**config.mk**
```make
export PLATFORM = sky130hd
export DESIGN_NAME = handshake_rr_arb
export DESIGN_NICKNAME = d
export VERILOG_FILES = /design/src/rtl/handshake_rr_arb.sv
export SDC_FILE = /design/constraint.sdc
export NUM_CORES = 1
export LEC_CHECK = 0
export CORE_UTILIZATION = 43
export DETAILED_ROUTE_END_ITERATION = 10
export PLACE_DENSITY = 0.89
export SLEW_MARGIN = 0
export SYNTH_ARGS = -nofsm -noshare
export SYNTH_HDL_FRONTEND = slang
export SYNTH_SLANG_ARGS = --single-unit
```
**constraint.sdc**
```tcl
create_clock -name Clk -period 7.79 [get_ports Clk]
set_clock_uncertainty 0.2 [all_clocks]
set_input_delay 1.1685 -clock Clk [delete_from_list [all_inputs] [get_ports Clk]]
set_output_delay 1.1685 -clock Clk [all_outputs]
set_load 0.02 [all_outputs]
```
**src/rtl/handshake_rr_arb.sv**
```systemverilog
// handshake_rr_arb: round-robin arbiter sharing one registered valid/ready output stage among NumReq requesters.
// Optional packet locking is compiled in with `define HS_ARB_LOCK_EN (adds the ReqLast port).
module handshake_rr_arb #(
   parameter int Depth  = 10,
   parameter int NumReq = 4,
   localparam int IdW   = $clog2(NumReq)
) (
   input  logic                    Clk,
   input  logic                    Rst,
   input  logic [NumReq*Depth-1:0] ReqData,
   input  logic [NumReq-1:0]       ReqVld,
   output logic [NumReq-1:0]       ReqRdy,
`ifdef HS_ARB_LOCK_EN
   input  logic [NumReq-1:0]       ReqLast,
`endif
   output logic [Depth-1:0]        DataOut,
   output logic                    DataOutVld,
   input  logic                    DataOutRdy,
   output logic [IdW-1:0]          GrantId
);

   logic [Depth-1:0] r_data;
   logic             r_vld;
   logic [IdW-1:0]   r_gid;
   logic [IdW-1:0]   r_lastGnt;

`ifdef HS_ARB_LOCK_EN
   typedef enum logic {IDLE, LOCKED} lockState_t;
   lockState_t     r_lockState;
   logic [IdW-1:0] r_lockId;
`endif

   logic [Depth-1:0] w_words [NumReq];
   logic [IdW-1:0]   w_idx;
   logic [IdW-1:0]   w_sel;
   logic             w_any;
   logic             w_accept;
   logic             w_xfer;

   for (genvar g = 0; g < NumReq; g++) begin : g_unpack
      assign w_words[g] = ReqData[g*Depth +: Depth];
   end

   assign w_accept = !r_vld || DataOutRdy;

   // Walk the requesters starting just after the last grant; a held lock overrides the search.
   always_comb begin
      w_sel = r_lastGnt;
      w_any = 1'b0;
      w_idx = r_lastGnt;
      for (int k = 0; k < NumReq; k++) begin
         w_idx = (w_idx == IdW'(NumReq - 1)) ? '0 : w_idx + IdW'(1);
         if (!w_any && ReqVld[w_idx]) begin
            w_any = 1'b1;
            w_sel = w_idx;
         end
      end
`ifdef HS_ARB_LOCK_EN
      if (r_lockState == LOCKED) begin
         w_sel = r_lockId;
         w_any = ReqVld[r_lockId];
      end
`endif
   end

   assign w_xfer = w_accept && w_any && !Rst;
   assign ReqRdy = w_xfer ? (NumReq'(1) << w_sel) : '0;

   always_ff @(posedge Clk) begin
      if (Rst) begin
         r_data    <= '0;
         r_vld     <= 1'b0;
         r_gid     <= '0;
         r_lastGnt <= IdW'(NumReq - 1);
`ifdef HS_ARB_LOCK_EN
         r_lockState <= IDLE;
         r_lockId    <= '0;
`endif
      end else if (w_xfer) begin
         r_data    <= w_words[w_sel];
         r_vld     <= 1'b1;
         r_gid     <= w_sel;
         r_lastGnt <= w_sel;
`ifdef HS_ARB_LOCK_EN
         // A beat without ReqLast keeps the grant on this requester until its last beat.
         if (ReqLast[w_sel]) begin
            r_lockState <= IDLE;
         end else begin
            r_lockState <= LOCKED;
            r_lockId    <= w_sel;
         end
`endif
      end else if (DataOutRdy) begin
         r_vld <= 1'b0;
      end
   end

   assign DataOut    = r_data;
   assign DataOutVld = r_vld;
   assign GrantId    = r_gid;

endmodule

```
==> results of run 1 <==
## report_power, final
| part | switching (mW) | internal [mW] |
|---|---|---|
| registers | 0.0238 | 0.107 |
| clock network | 0.0257 | 0.0191 |
| logic | 0.183 | 0.178 |
## logic make-up after synthesis
| logic type | after synthesis |
|---|---|
| XOR/XNOR | 1 |
| multiplexers | 24 |
| buffers and inverters | 16 |
| AO/OA/AOI/OAI | 37 |
| AND/OR/NAND/NOR | 47 |
| adder cells (fa/ha/maj) | 1 |
| flip-flops | 15 |
## how the worst max path moves through the flow
stage | startpoint | to | slack, ps | depth (start not counted)
2_1_floorplan | ReqVld[2] | ReqRdy[2] | 3570 | 8
5_1_grt | ReqVld[2] | ReqRdy[1] | 2040 | 8
6_report | ReqVld[2] | ReqRdy[1] | 2250 | 8
3_5_place_dp | ReqVld[2] | ReqRdy[1] | 2290 | 8
4_1_cts | ReqVld[2] | ReqRdy[1] | 2290 | 8
3_3_place_gp | ReqVld[2] | ReqRdy[0] | 2370 | 8
## synth_stat cells
cell       number
buf_2           5
a211oi_1        2
nand3b_1        1
a22oi_1         1
mux4_2          1
a211oi_2        1
nor4_1          3
o31ai_1         1
nand2b_1        3
nor2_1         14
o21a_1          2
buf_6           2
mux2_2          1
o31a_1          1
or3b_2          1
nor3_1          3
o221ai_2        8
nand2_1        15
or2_2           1
o21ai_0         3
dfxtp_1        15
or3_4           2
ha_1            1
inv_1           3
mux2i_1        22
nor2b_1         1
a21o_1          1
buf_4           1
a21boi_0        2
xnor2_1         1
a221o_1         1
nor3b_1         1
o32ai_1         2
o22ai_1         1
a21oi_1         4
a2111oi_2       2
and2_4          1
clkbuf_1        5
nor2_2          1
o21ai_1         1
o221ai_1        3
o21bai_1        1
## cell type report
type,instances,share of cell area
timing repair buffer,64,0.341
clock inverter,1,0.00267
multi-input combinational,110,0.458
tap,31,0.0207
inverter,3,0.00601
clock buffer,3,0.0120
sequential,15,0.160
## sequential cells by signal, summed over array words and instances, names as in the netlist
name / cells
DataOutVld: 1
DataOut: 10
GrantId: 2
r_lastGnt: 2
## worst reg2reg max path, stage by stage, from the launching register on
cell and delay (ps):
dfxtp_1 740, ha_1 570, mux4_2 630, a2111oi_2 260, o21ai_1 170, nand2_1 480
o221ai_1 220
## layer usage
| metal | global-route usage | up-vias | wire [µm] |
|---|---|---|---|
| met5 | 0 | - | 0 |
| met4 | 0.132 | 0 | 86 |
| met3 | 0.0581 | 10 | 226 |
| met2 | 0.380 | 53 | 1700 |
| met1 | 0.251 | 593 | 1340 |
| li1 | - | 642 | - |
## cell usage in the layout (no fill, tap or decap), types with 3 or more instances in the layout
cell type,synthesis,routed
dfxtp_1,15,15
nor2_1,14,14
inv_1,3,3
a21oi_1,4,4
o221ai_2,8,8
o21ai_0,3,3
nand2_1,15,15
clkdlybuf4s50_1,0,63
nor4_1,3,3
o221ai_1,3,3
nor3_1,3,3
nand2b_1,3,3
mux2i_1,22,22
clkbuf_4,0,3
==> results_dict.tcl, run 1 <==
set metrics [dict create \
    run_status "completed" \
    seq_area_frac_synth 0.242 \
    reg2reg_to "DataOut[0]" \
    critical_path_required_ps 6420 \
    timing.final.crit_period_ps 5540 \
    ys_ff_latch 15 \
    hold_ws_ps 281 \
    yosysTopAreaCell "dfxtp_1" \
    synthesis.area_um2 1240 \
    grt_pass1_wl_mm 5.49 \
    hp-class "flip-flop to flip-flop" \
    total_power_mw 0.536 \
    design_area_um2 1870 \
    routed_wirelength_mm 3.35 \
    grt_overflow 0 \
    multi_input_area_um2 857 \
    cts_hold_buf 0 \
    clkTransAtPathRegs_ps 90 \
    finalCritPeriodShare 0.711 \
    synth_area_leaders "dfxtp_1 24%, mux2i_1 18%, o221ai_2 9.7%, nand2_1 4.5%, nor2_1 4.2%" \
    r2r-start "r_lastGnt[0]" \
    rows 19 \
    cap_violations 0 \
    rrSetupSlack_ps 4390 \
    setup_viol 0 \
    hold_start "DataOut[3]" \
    dr_total_vias 1298 \
    viasPerCell 5.72 \
    ys_warn_count 0 \
    portBuffers 63 \
    slew_headroom 0.550 \
    p_leak_nw 0.740 \
    syn_area_per_cell_um2 8.81 \
    clk-insertion-delay-late_ps 280 \
    place_congestion 0.807 \
    synthSimpleGateAreaFrac 0.189 \
    crit_path_cell_trace "clkdlybuf4s50_1 > or3b_2 > a22oi_1 > a2111oi_2 > o21ai_1 > nand2_1 > nor2_1 > clkdlybuf4s50_1" \
    h-tree-depth 1 \
    crit_path_frequent_cell "clkdlybuf4s50_1" \
    core-area_um2 2760 \
    utilization 0.679 \
    die-area_um2 3110 \
    synth_xor_area_frac 0.00705 \
    drive_above_1_share 0.122 \
    worstSetupEndpointType "output pin" \
    wl_per_cell_um 14.8 \
    firstDrtPassIters 4 \
    hpwl_mm 2.60 \
    clockBufferDepth 2 \
    pwr_density_cell_nw_per_um2 286 \
    syn2layout_area_growth_pct 50.8 \
    holdPathStages 2 \
    dpl-instance-area_um2 1850 \
    crit_arrival_ps 4170 \
    initial_core_util 0.451 \
    criticalPathCategory "input pin to output pin" \
    antenna_left 0 \
    cts_resized 0 \
    dr.first_iter.drc_count 28 \
    nFillCells 215 \
    grt_max_degree 24 \
    cts_buffers 3 \
    setup_tns_ps 0 \
    synth_fa_ha_area_frac 0.0101 \
    max_freq_mhz 181 \
    crit_slowest_cell "clkdlybuf4s50_1" \
    worst-slew-pin-transition_ps 672 \
    regArea_um2 300 \
    rsz0062_at_grt "false" \
    timing.final.max_slew_violations 0 \
    synth_nets 189 \
    stdcell_count 227 \
    dp_cells 223 \
    cts_tree "yes" \
    fin_nets 245 \
    postCtsSetupBuffers 0 \
    cp_num_buf_inv 2 \
    synth_compound_area_frac 0.279 \
    postSynthCellCount 141 \
    ir_drop_uv 182 \
    slowest_delay_ps 740 \
    grt.total_usage 0.224 \
    hold_violations 0 \
    cp-start-kind "input pin" \
    synth_top_family_by_area "compound AO/OA/AOI/OAI gates" \
    drc 0 \
    die_h_um 55.8 \
    dieWidth_um 55.8 \
    ys_types 42 \
    cts-root-buf "clkbuf_4" \
    io_pins 64 \
    grt_pass1_vias 1285 \
    path_delay_family "buffers and inverters" \
    synth_mux_area_frac 0.204 \
    place_ws_ps 2290 \
    cts_sinks 15 \
    fin_ws_ps 2250 \
    hold_end "DataOut[3]" \
    reg2reg_depth 6 \
    antenna_found_initial 0 \
    diodes 0 \
    crit_path_max_fanout 14 \
    yosys.area.top_type_share 0.242 \
]
Note: power is estimated with default switching activity, not from simulation.
==> inputs of run 2 (changes only) <==
CORE_UTILIZATION = 40   (was 43)
PLACE_DENSITY = 0.84   (was 0.89)
clock period = 5.5 ns   (was 7.79 ns; I/O delays follow)
==> run 2 against run 1 <==
The flow now finishes with violations (DRC). Clock power up 40%. Sequential cell count is the same. Global-route usage down 1.3 points. Combinational power grew 43%. Routed wire length grew 0.63%. Sequential power grew 41%. Final area rose by 0.40%. Die area rose by 7.2%. Cell count up 0.44%. Critical endpoint is now ReqRdy[3]. Largest cell class unchanged. Largest power group unchanged. Highest routed layer unchanged.
==> results_dict.tcl, run 2 (synthesized netlist as in run 1, its figures left out) <==
set metrics [dict create \
    cts-root-buf "clkbuf_4" \
    hp-class "flip-flop to flip-flop" \
    hold_end "DataOut[4]" \
    total_power_mw 0.765 \
    timing.final.max_slew_violations 0 \
    cts_hold_buf 0 \
    routed_wirelength_mm 3.37 \
    fin_nets 246 \
    violations "DRC" \
    cts_sinks 15 \
    grt_pass1_vias 1353 \
    die-area_um2 3330 \
    dr_total_vias 1314 \
    die_h_um 57.7 \
    cts_buffers 3 \
    mostFrequentLayoutCells "63 x clkdlybuf4s50_1, 22 x mux2i_1, 15 x dfxtp_1, 15 x nand2_1, 14 x nor2_1" \
    cts_resized 0 \
    crit_path_cell_trace "ha_1 > mux4_2 > a2111oi_2 > o21ai_1 > or3_4 > nor2_1 > clkdlybuf4s50_1" \
    firstDrtPassIters 7 \
    worst-slew-pin-transition_ps 731 \
    cts_tree "yes" \
    crit_path_max_fanout 20 \
    hold_violations 0 \
    p_seq_frac 0.242 \
    core-area_um2 2850 \
    p_leak_nw 0.744 \
    cp-start-kind "flip-flop" \
    viasPerCell 5.76 \
    postCtsSetupBuffers 0 \
    worstSetupEndpointType "output pin" \
    grt_max_degree 21 \
    netSwitchingFraction 0.433 \
    setup_tns_ps 0 \
    clkTransAtPathRegs_ps 90 \
    p_int_mw 0.434 \
    clk-insertion-delay-late_ps 280 \
    pwr_density_cell_nw_per_um2 407 \
    max_freq_mhz 205 \
    drc 2 \
    hold_start "DataOut[4]" \
    clockBufferDepth 2 \
    grt_overflow 0 \
    h-tree-depth 1 \
    rows 19 \
    stdcell_count 228 \
    final_common_cell "clkdlybuf4s50_1" \
    slew_headroom 0.512 \
    nFillCells 227 \
    ir_drop_uv 231 \
    timing.final.crit_period_ps 4880 \
    reg2reg_depth 8 \
    drive_above_1_share 0.127 \
    clkPwrFrac 0.082 \
    dieWidth_um 57.7 \
    initial_core_util 0.436 \
    diodes 0 \
    crit_arrival_ps 3850 \
    dp_cells 224 \
    r2r-start "r_lastGnt[0]" \
    power_frac_comb 0.676 \
    syn2layout_area_growth_pct 51.4 \
    io_pins 64 \
    antenna_left 0 \
    antenna_found_initial 0 \
    slowest_delay_ps 750 \
    p_sw_mw 0.331 \
    run_status "complete, but fails checks" \
    criticalPathCategory "flip-flop to output pin" \
    grt.total_usage 0.211 \
    rrSetupSlack_ps 1920 \
    grt_pass1_wl_mm 5.52 \
    holdPathStages 2 \
    portBuffers 63 \
    largest_reg_flops 10 \
    cap_violations 0 \
    critical_path_required_ps 4470 \
    wl_per_cell_um 14.8 \
    place_ws_ps 813 \
    rsz0062_at_grt "false" \
    crit_slowest_cell "dfxtp_1" \
    fin_ws_ps 622 \
    hpwl_mm 2.57 \
    setup_viol 0 \
    finalCritPeriodShare 0.887 \
    place_congestion 0.841 \
    dr.first_iter.drc_count 73 \
    reg2reg_to "DataOut[5]" \
]
## run 2: changes by cell type in the layout (fill, tap and decap cells not counted)
cell | previous run | this run
buf_4 | 1 | 2
## run 2: final cells by class
| class | count | area [µm²] | share of cell area |
|---|---|---|---|
| Sequential cell | 15 | 300 | 0.160 |
| Clock inverter | 1 | 5.00 | 0.00266 |
| Tap cell | 31 | 38.8 | 0.0206 |
| Clock buffer | 3 | 22.5 | 0.0120 |
| Inverter | 3 | 11.3 | 0.00599 |
| Multi-Input combinational cell | 110 | 857 | 0.456 |
| Timing Repair Buffer | 65 | 646 | 0.343 |
## run 2: through the flow
step | area [µm²] | util | hold WS, ps
global placement | 1850 | 0.650 | 249
global route | 1880 | 0.659 | 314
CTS | 1880 | 0.659 | 287
detailed placement | 1850 | 0.650 | 253
finish | 1880 | 0.659 | 279
floorplan | 1240 | - | 287
## run 2: worst max-delay path: cells and delay by family, from the launching register on
kind,cells,cell delay (ps)
AO/OA/AOI/OAI,2,400
adder cells (fa/ha/maj),1,580
buffers and inverters,1,610
flip-flops,1,750
multiplexers,1,630
AND/OR/NAND/NOR,2,590
## run 2: power groups by stage
stage / logic, mW / clock network [mW] / registers [mW]
global route: 0.554 / 0.0697 / 0.189
finish: 0.517 / 0.0627 / 0.185
global placement: 0.504 / 0 / 0.183
detailed placement: 0.516 / 0 / 0.184
CTS: 0.518 / 0.0639 / 0.183
floorplan: 0.318 / 0 / 0.220
## run 2: worst max path at each step
| stage | startpoint | endpoint | slack [ps] | cells past startpoint |
|---|---|---|---|---|
| floorplan | ReqVld[2] | ReqRdy[2] | 1960 | 8 |
| global placement | ReqVld[3] | ReqRdy[2] | 900 | 7 |
| detailed placement | ReqVld[3] | ReqRdy[3] | 810 | 7 |
| CTS | r_lastGnt[0] | ReqRdy[3] | 670 | 7 |
| global route | r_lastGnt[0] | ReqRdy[3] | 440 | 7 |
| finish | r_lastGnt[0] | ReqRdy[3] | 620 | 7 |
## run 2: layer usage
metal | part of all wire | vias to the layer above | wire length [µm] | global-route usage
met5 | 0 | - | 0 | 0
met4 | 0.014 | 0 | 47 | 0.0850
met3 | 0.094 | 6 | 316 | 0.0670
met2 | 0.47 | 61 | 1580 | 0.377
met1 | 0.42 | 607 | 1430 | 0.232
li1 | - | 640 | - | -
